`src/rtl/cordic_iter_ctrl.sv`:
```
// ============================================================================
// Module   : cordic_iter_ctrl
// Brief    : Iterative sequencer driving one combinational CORDIC core for
//            p_ITERS micro-rotations per job, with valid/ready job in/out.
// Revision : 1.0 - initial release
// ============================================================================
`default_nettype none

module cordic_iter_ctrl #(
  parameter  int p_WIDTH      = 32,
  parameter  int p_ITERS      = 24,
  localparam int p_LOG2_WIDTH = $clog2(p_WIDTH)
) (
  input  logic                    clk,
  input  logic                    rst,
  // job request side
  input  logic                    i_in_valid,
  output logic                    o_in_ready,
  input  logic [p_WIDTH-1:0]      i_in_x,
  input  logic [p_WIDTH-1:0]      i_in_y,
  input  logic [p_WIDTH-1:0]      i_in_z,
  input  logic                    i_in_mode,
  // result side
  output logic                    o_out_valid,
  input  logic                    i_out_ready,
  output logic [p_WIDTH-1:0]      o_out_x,
  output logic [p_WIDTH-1:0]      o_out_y,
  output logic [p_WIDTH-1:0]      o_out_z,
  output logic                    o_busy,
  // core side
  output logic [p_WIDTH-1:0]      o_xprev,
  output logic [p_WIDTH-1:0]      o_yprev,
  output logic [p_WIDTH-1:0]      o_zprev,
  output logic                    o_dir,
  output logic                    o_mode,
  output logic [p_WIDTH-1:0]      o_angle,
  output logic [p_LOG2_WIDTH-1:0] o_shift_amnt,
  input  logic [p_WIDTH-1:0]      i_xnext,
  input  logic [p_WIDTH-1:0]      i_ynext,
  input  logic [p_WIDTH-1:0]      i_znext
);

  localparam real                   c_PI   = 3.14159265358979323846;
  localparam logic [p_LOG2_WIDTH-1:0] c_LAST = p_LOG2_WIDTH'(p_ITERS - 1);

  typedef enum logic [1:0] {
    S_IDLE = 2'd0,
    S_ITER = 2'd1,
    S_DONE = 2'd2
  } state_t;

  // atan(2^-i) scaled so that a full circle spans 2^p_WIDTH, rounded to nearest
  function automatic logic [p_WIDTH-1:0] f_atan_lut(input int i);
    real r;
    r = $atan(2.0 ** (-i)) * (2.0 ** (p_WIDTH - 1)) / c_PI;
    return p_WIDTH'(longint'(r));
  endfunction

  logic [p_WIDTH-1:0] w_lut [p_WIDTH];

  for (genvar g = 0; g < p_WIDTH; g++) begin : g_lut
    localparam logic [p_WIDTH-1:0] c_ENTRY = f_atan_lut(g);
    assign w_lut[g] = c_ENTRY;
  end

  state_t                  r_state;
  logic [p_LOG2_WIDTH-1:0] r_count;
  logic [p_WIDTH-1:0]      r_x;
  logic [p_WIDTH-1:0]      r_y;
  logic [p_WIDTH-1:0]      r_z;
  logic                    r_mode;

  always_ff @(posedge clk) begin
    if (rst) begin
      r_state <= S_IDLE;
      r_count <= '0;
      r_x     <= '0;
      r_y     <= '0;
      r_z     <= '0;
      r_mode  <= 1'b0;
    end else begin
      case (r_state)
        S_IDLE: begin
          if (i_in_valid) begin
            r_x     <= i_in_x;
            r_y     <= i_in_y;
            r_z     <= i_in_z;
            r_mode  <= i_in_mode;
            r_count <= '0;
            r_state <= S_ITER;
          end
        end
        S_ITER: begin
          r_x <= i_xnext;
          r_y <= i_ynext;
          r_z <= i_znext;
          // count freezes on the last iteration so the core view stays put in DONE
          if (r_count == c_LAST) begin
            r_state <= S_DONE;
          end else begin
            r_count <= r_count + p_LOG2_WIDTH'(1);
          end
        end
        S_DONE: begin
          if (i_out_ready) begin
            r_state <= S_IDLE;
          end
        end
        default: r_state <= S_IDLE;
      endcase
    end
  end

  assign o_in_ready  = (r_state == S_IDLE);
  assign o_out_valid = (r_state == S_DONE);
  assign o_busy      = (r_state == S_ITER) || (r_state == S_DONE);
  assign o_out_x     = r_x;
  assign o_out_y     = r_y;
  assign o_out_z     = r_z;

  // Vectoring drives y towards zero, rotation drives z towards zero
  assign o_dir        = r_mode ? r_y[p_WIDTH-1] : ~r_z[p_WIDTH-1];
  assign o_mode       = r_mode;
  assign o_xprev      = r_x;
  assign o_yprev      = r_y;
  assign o_zprev      = r_z;
  assign o_shift_amnt = r_count;
  assign o_angle      = w_lut[r_count];

endmodule

`default_nettype wire

```
`config.mk`:
```
export PLATFORM = sky130hd
export DESIGN_NAME = cordic_iter_ctrl
export DESIGN_NICKNAME = d
export VERILOG_FILES = /design/src/rtl/cordic_iter_ctrl.sv
export SDC_FILE = /design/constraint.sdc
export NUM_CORES = 1
export LEC_CHECK = 0
export BUFFER_PORTS_ARGS = -buffer_cell sky130_fd_sc_hd__buf_2
export CAP_MARGIN = 20
export CORE_AREA = 5 5 166 168
export CTS_CLUSTER_DIAMETER = 60
export DETAILED_ROUTE_END_ITERATION = 7
export DIE_AREA = 0 0 171 173
export MAX_ROUTING_LAYER = met4
export SYNTH_ARGS = -nofsm -noshare
export SYNTH_HDL_FRONTEND = slang
export SYNTH_SLANG_ARGS = --single-unit
```
`constraint.sdc`:
```
create_clock -name clk -period 2.36 [get_ports clk]
set_clock_uncertainty 0.1 [all_clocks]
set_input_delay 0.118 -clock clk [delete_from_list [all_inputs] [get_ports clk]]
set_output_delay 0.118 -clock clk [all_outputs]
set_load 0.02 [all_outputs]
```
==> reports/qor.txt, run 1 <==
status - finished clean
initial antenna violation count - 0
worst slew pin tran - 0.649 ns
number of synthesized flops with an enable pin - 0
initial detailed-routing violation count - 315
total die area - 29600 µm²
switching power total - 3.95 mW
Achievable Freq - 455 MHz
register area share after synthesis - 32.8%
pin count of the biggest net entering global routing - 73
global-route wire length before repair - 33600 µm
CP startpoint kind - register
worst ir drop on vdd - 0.000523 V
RSZ-0062 raised after global routing - no
sequential share of power - 29.2%
post-DP HPWL - 16900 µm
Clock Latency Late Sink - 0.34 ns
Global Route Usage Sum - 14.3%
Initial Util - 24.6%
# fillers - 2683
Synth area leaders - dfxtp_1, mux2i_1, buf_4
# diodes - 0
relative slew slack - 56.3%
count of pins over their slew limit - 0
grt ovf - 0
final worst path period need - 2.20 ns
Initial DRT Pass Iterations - 5
Synth Cell Area - 6340 µm²
Vias per Instance - 4.50
Setup crit end kind - output pin
Die X - 171 µm
warnings from Yosys - 0
Syn Inst Count - 744
most frequent cells after synthesis - nor2_1, buf_4, dfxtp_1, mux2i_1, a211oi_1
synthesis-to-finish area growth - 42.9%
Post-DRT Antenna Nets - 0
Post-synth top flop - dfxtp_1
Switching Share - 45.0%
Top-Level Pins - 431
number of H-tree levels - 3
count of final hold-check violations - 0
Final #Nets - 1317
CTS max path bufs - 2
Final Setup Violations - 0
drc violations - 0
FP Rows - 59
Avg Synthesized Cell Area - 8.52 µm²
share of the synthesized area in the top cell type - 32.8%
CTS tree - built
max_cap viols - 0
DIE HEIGHT - 173 µm
P per Cell Area - 969 nW/µm²
Post-Route WL - 22400 µm
Critical Path AT - 1.98 ns
clock power share - 18.1%
GPL Wtd Cong - 0.838
critical path data required time - 2.14 ns
Avg WL per Cell - 15.5 µm
crit path kind - register to output pin
critical path peak fanout - 12
Internal - 4.83 mW
vias in the first global route - 6267
share of cells above drive strength 1 - 43.2%
DR vias - 6518
DP Cell Count - 1366
most frequent cell after synthesis - nor2_1
Synth area leader - dfxtp_1
combinational power share - 52.8%
post-synthesis register bit count - 104
root buffer cell - clkbuf_16
TritonCTS Buffers - 9
core box area - 25800 µm²
clk slew on worst S/H paths - 0.08 ns
CTS sink cnt - 104
Synth async-reset ratio - 0%
PortBufs - 428
placed inst area - 8090 µm²
finished layout cell area - 9070 µm²
Static Leak - 4.43 nW
count of different cell masters after synthesis - 46
fin crit share - 93.1%
final cell count without fillers - 1448
kind of path behind the tightest hold check - input port to register
cell families after synthesis:
group	Yosys count	share of synthesized area (%)
mux	105	16.6
compound gates	175	19.2
simple gates	172	11.4
other cells	1	0.0591
fa+ha+maj	12	2.37
flops	104	32.8
buf+inv	175	17.6
critical path, stage by stage (launching register included):
cell	delay, ns
dfxtp_1	0.38
clkinvlp_4	0.11
ha_2	0.27
nor2b_1	0.17
a2111o_1	0.40
o21ai_1	0.12
buf_2	0.20
stage by stage:
stage | hold WS, ns | setup TNS (ns) | setup WS [ns] | total power [mW] | util, %
2_1_floorplan | 0.166 | 0 | 0.129 | 6.05 | -
3_3_place_gp | 0.284 | 0 | 0.251 | 7.01 | 31.4
3_5_place_dp | 0.283 | 0 | 0.165 | 7.05 | 31.4
4_1_cts | 0.000554 | -0.202 | -0.0790 | 8.85 | 34.9
5_1_grt | 0.00178 | 0 | 0.0192 | 9.36 | 35.2
6_report | 0.00992 | 0 | 0.163 | 8.78 | 35.2
cells in the final DEF, fill, tap and decap left out, types with 8 or more instances in the layout:
cell | netlist | final
mux2i_1 | 104 | 104
a211oi_1 | 100 | 100
o21ai_1 | 9 | 9
buf_4 | 108 | 23
dlygate4sd3_1 | 0 | 61
a21oi_1 | 30 | 30
dfxtp_1 | 104 | 104
buf_2 | 32 | 427
nand2_1 | 24 | 24
o21ai_0 | 9 | 8
clkbuf_16 | 0 | 9
nor2_1 | 116 | 116
path summary, 6_finish.rpt:
check / depth (start not counted) / slack [ns] / endpoint / startpoint
setup / recovery: 6 / 0.16 / o_angle[8] / o_shift_amnt[0]
hold / removal: 3 / 0.01 / o_out_z[8] / i_znext[8]
setup reg to reg: 6 / 0.24 / o_out_x[29] / r_state[1]
hold reg to reg: 2 / 0.41 / o_out_z[17] / o_out_z[17]
cell type report:
| class | count | area [µm²] | share of cell area (%) |
|---|---|---|---|
| multi-input combinational | 466 | 3190 | 35.2 |
| clock buffer | 9 | 225 | 2.48 |
| inverter | 11 | 45.0 | 0.497 |
| timing repair buffer | 516 | 3020 | 33.3 |
| sequential | 104 | 2080 | 23.0 |
| tap | 335 | 419 | 4.62 |
| clock inverter | 7 | 83.8 | 0.925 |
power groups by stage:
stage / combinational (mW) / clock, mW / sequential, mW
finish: 4.63 / 1.59 / 2.56
global route: 5.00 / 1.73 / 2.63
CTS: 4.62 / 1.67 / 2.56
detailed placement: 4.45 / 0 / 2.60
global placement: 4.42 / 0 / 2.59
floorplan: 3.02 / 0 / 3.03
sequential cells by signal (all words and copies together), names as in the netlist:
| register | count |
|---|---|
| o_out_y | 32 |
| o_mode | 1 |
| o_out_x | 32 |
| o_out_z | 32 |
| o_shift_amnt | 5 |
| r_state | 2 |
per-layer routing:
layer	vias up	part of all wire [%]	routed length [µm]	track usage (%)
met5	-	0	0	-
met3	18	7.5	1680	2.53
met1	2968	42	9480	17.7
met4	0	1.3	283	3.40
li1	3265	-	-	-
met2	267	49	10900	24.2
timing repair:
action | CTS | global route
hold buffers | 60 | 1
pin swaps | 0 | 1
resized for setup | 0 | 7
buffers inserted | 0 | 5
endpoints found under the setup margin | 3 | 56
endpoints found under the hold margin | 38 | 1
No activity file was read; power rests on OpenSTA's default activity.
==> run 2, diff against run 1 <==
--- a/config.mk
+++ b/config.mk
@@ -5,6 +5,7 @@
 export SDC_FILE = /design/constraint.sdc
 export NUM_CORES = 1
 export LEC_CHECK = 0
+export ABC_CLOCK_PERIOD_IN_PS = 2360
 export BUFFER_PORTS_ARGS = -buffer_cell sky130_fd_sc_hd__buf_2
 export CAP_MARGIN = 20
 export CORE_AREA = 5 5 166 168
@@ -12,6 +13,7 @@
 export DETAILED_ROUTE_END_ITERATION = 7
 export DIE_AREA = 0 0 171 173
 export MAX_ROUTING_LAYER = met4
+export REMOVE_ABC_BUFFERS = 1
 export SYNTH_ARGS = -nofsm -noshare
 export SYNTH_HDL_FRONTEND = slang
 export SYNTH_SLANG_ARGS = --single-unit
==> run 2 against run 1 <==
Count of clock-buffer cells in the layout unchanged. Sequential share of layout area about the same. Hold slack better by 0.0033 ns. Routed wire length up 7.1%. Via count down 0.77%. Global-route usage up 1.4 points. Flip-flop and latch count unchanged. Critical path depth unchanged. Utilization about the same. First-iteration DRC count up 11%. Final area down 0.14%. Fmax down 0.35%. Critical endpoint is now o_mode. Largest power group unchanged.
==> reports/qor.txt, run 2 (synthesis gave the netlist of run 1 again) <==
status - finished clean
critical path peak fanout - 7
count of final hold-check violations - 0
CP delay by family, top - buffers and inverters
Sequential Area - 2080 µm²
kind of path behind the tightest hold check - input port to register
fin crit share - 93.4%
root buffer cell - clkbuf_16
FP Rows - 59
commonest non-fill, non-tap cell in the layout - buf_2
slowest cell on the critical path - dlygate4sd3_1
worst slew pin tran - 0.611 ns
# fillers - 2652
max_cap viols - 0
grt met3 use - 3.52%
share of cells above drive strength 1 - 42.4%
critical path data required time - 2.55 ns
pin count of the biggest net entering global routing - 113
post-DP HPWL - 18600 µm
Vias per Instance - 4.50
Achievable Freq - 454 MHz
post-CTS setup buffer count - 0
Crit path buffers/inverters - 3
crit path kind - register to register
Critical Path AT - 2.40 ns
GPL Wtd Cong - 0.896
global-route wire length before repair - 36100 µm
Top-Level Pins - 431
Pwr Total - 8.93 mW
RSZ-0062 raised after global routing - yes
Setup WS post-layout - 0.155 ns
DIE HEIGHT - 173 µm
clk slew on worst S/H paths - 0.08 ns
Global Route Usage Sum - 15.7%
CP startpoint kind - register
relative slew slack - 59.2%
CTS tree - built
CTS sink cnt - 104
Initial Util - 24.6%
drc violations - 0
Post-Route WL - 24000 µm
Setup crit end kind - register
TritonCTS Buffers - 9
Avg WL per Cell - 16.7 µm
Clock Latency Late Sink - 0.34 ns
Max stage delay on crit path - 0.56 ns
final worst path period need - 2.20 ns
finished layout cell area - 9050 µm²
grt ovf - 0
Initial DRT Pass Iterations - 5
most frequent cells in the layout - buf_2, nor2_1, mux2i_1, dfxtp_1, a211oi_1
Multi-input gate area - 3200 µm²
initial detailed-routing violation count - 349
Final Setup Violations - 0
met2 global-route usage - 25.7%
DR vias - 6468
initial antenna violation count - 0
placed inst area - 8040 µm²
DP Worst Slack - 0.316 ns
number of H-tree levels - 3
Critical Path Most Common Cell - dlygate4sd3_1
# diodes - 0
Final #Nets - 1307
vias in the first global route - 6273
count of pins over their slew limit - 0
DP Cell Count - 1358
final cell count without fillers - 1438
Static Leak - 4.39 nW
Most Crowded Layer GR - met2
CTS max path bufs - 2
Post-DRT Antenna Nets - 0
core box area - 25800 µm²
total die area - 29600 µm²
P per Cell Area - 986 nW/µm²
met1 Use GR - 19.6%
PortBufs - 428
synthesis-to-finish area growth - 42.7%
worst ir drop on vdd - 0.000421 V
worst-path cell chain - inv_1, ha_2, nand3_1, dlygate4sd3_1, a21oi_1, dlygate4sd3_1
Die X - 171 µm
-- run 2: layout make-up --
type	instances	share of cell area [%]
clock buffer	9	2.49
clock inverter	7	1.34
inverter	11	0.456
multi-input combinational	466	35.3
sequential	104	23.0
tap	335	4.63
timing repair buffer	506	32.8
-- run 2: stage by stage --
stage / TNS, ns / utilization [%] / hold WS (ns)
after floorplan: -846.33 / - / 0.0871
after global placement: 0 / 31.2 / 0.311
after detailed placement: 0 / 31.2 / 0.314
after CTS: 0 / 35.0 / 0.0000229
after global routing: -0.00151 / 35.1 / 0.00622
final: 0 / 35.1 / 0.0132
-- run 2: report_power, final --
part / switching (mW) / internal, mW
clock network: 0.764 / 0.963
registers: 0.385 / 2.19
logic: 2.88 / 1.75
total: 4.03 / 4.90
-- run 2: final timing paths --
path	startpoint	to	slack [ns]	cells after the start
setup / recovery	r_state[0]	o_mode	0.16	6
hold / removal	i_xnext[5]	o_out_x[5]	0.01	3
setup reg to reg	r_state[0]	o_mode	0.16	6
hold reg to reg	o_out_z[30]	o_out_z[30]	0.41	2
-- run 2: routing by layer --
| layer | vias up | routed length [µm] | part of all wire [%] |
|---|---|---|---|
| li1 | 3251 | - | - |
| met1 | 2882 | 9910 | 41 |
| met2 | 314 | 11700 | 49 |
| met3 | 21 | 1980 | 8.2 |
| met4 | 0 | 404 | 1.7 |
| met5 | - | 0 | 0 |
-- run 2: worst register-to-register path: cells and delay by family, from the launching register on --
family,cells,cell delay [ns]
buffers and inverters,3,1.21
AND/OR/NAND/NOR,1,0.09
AO/OA/AOI/OAI,1,0.13
flip-flops,1,0.35
adder cells (fa/ha/maj),1,0.28
-- run 2: repair_timing --
action,CTS,global route
setup endpoints to repair,0,18
hold buffers,64,0
gates resized for setup,0,7
hold endpoints to repair,42,0
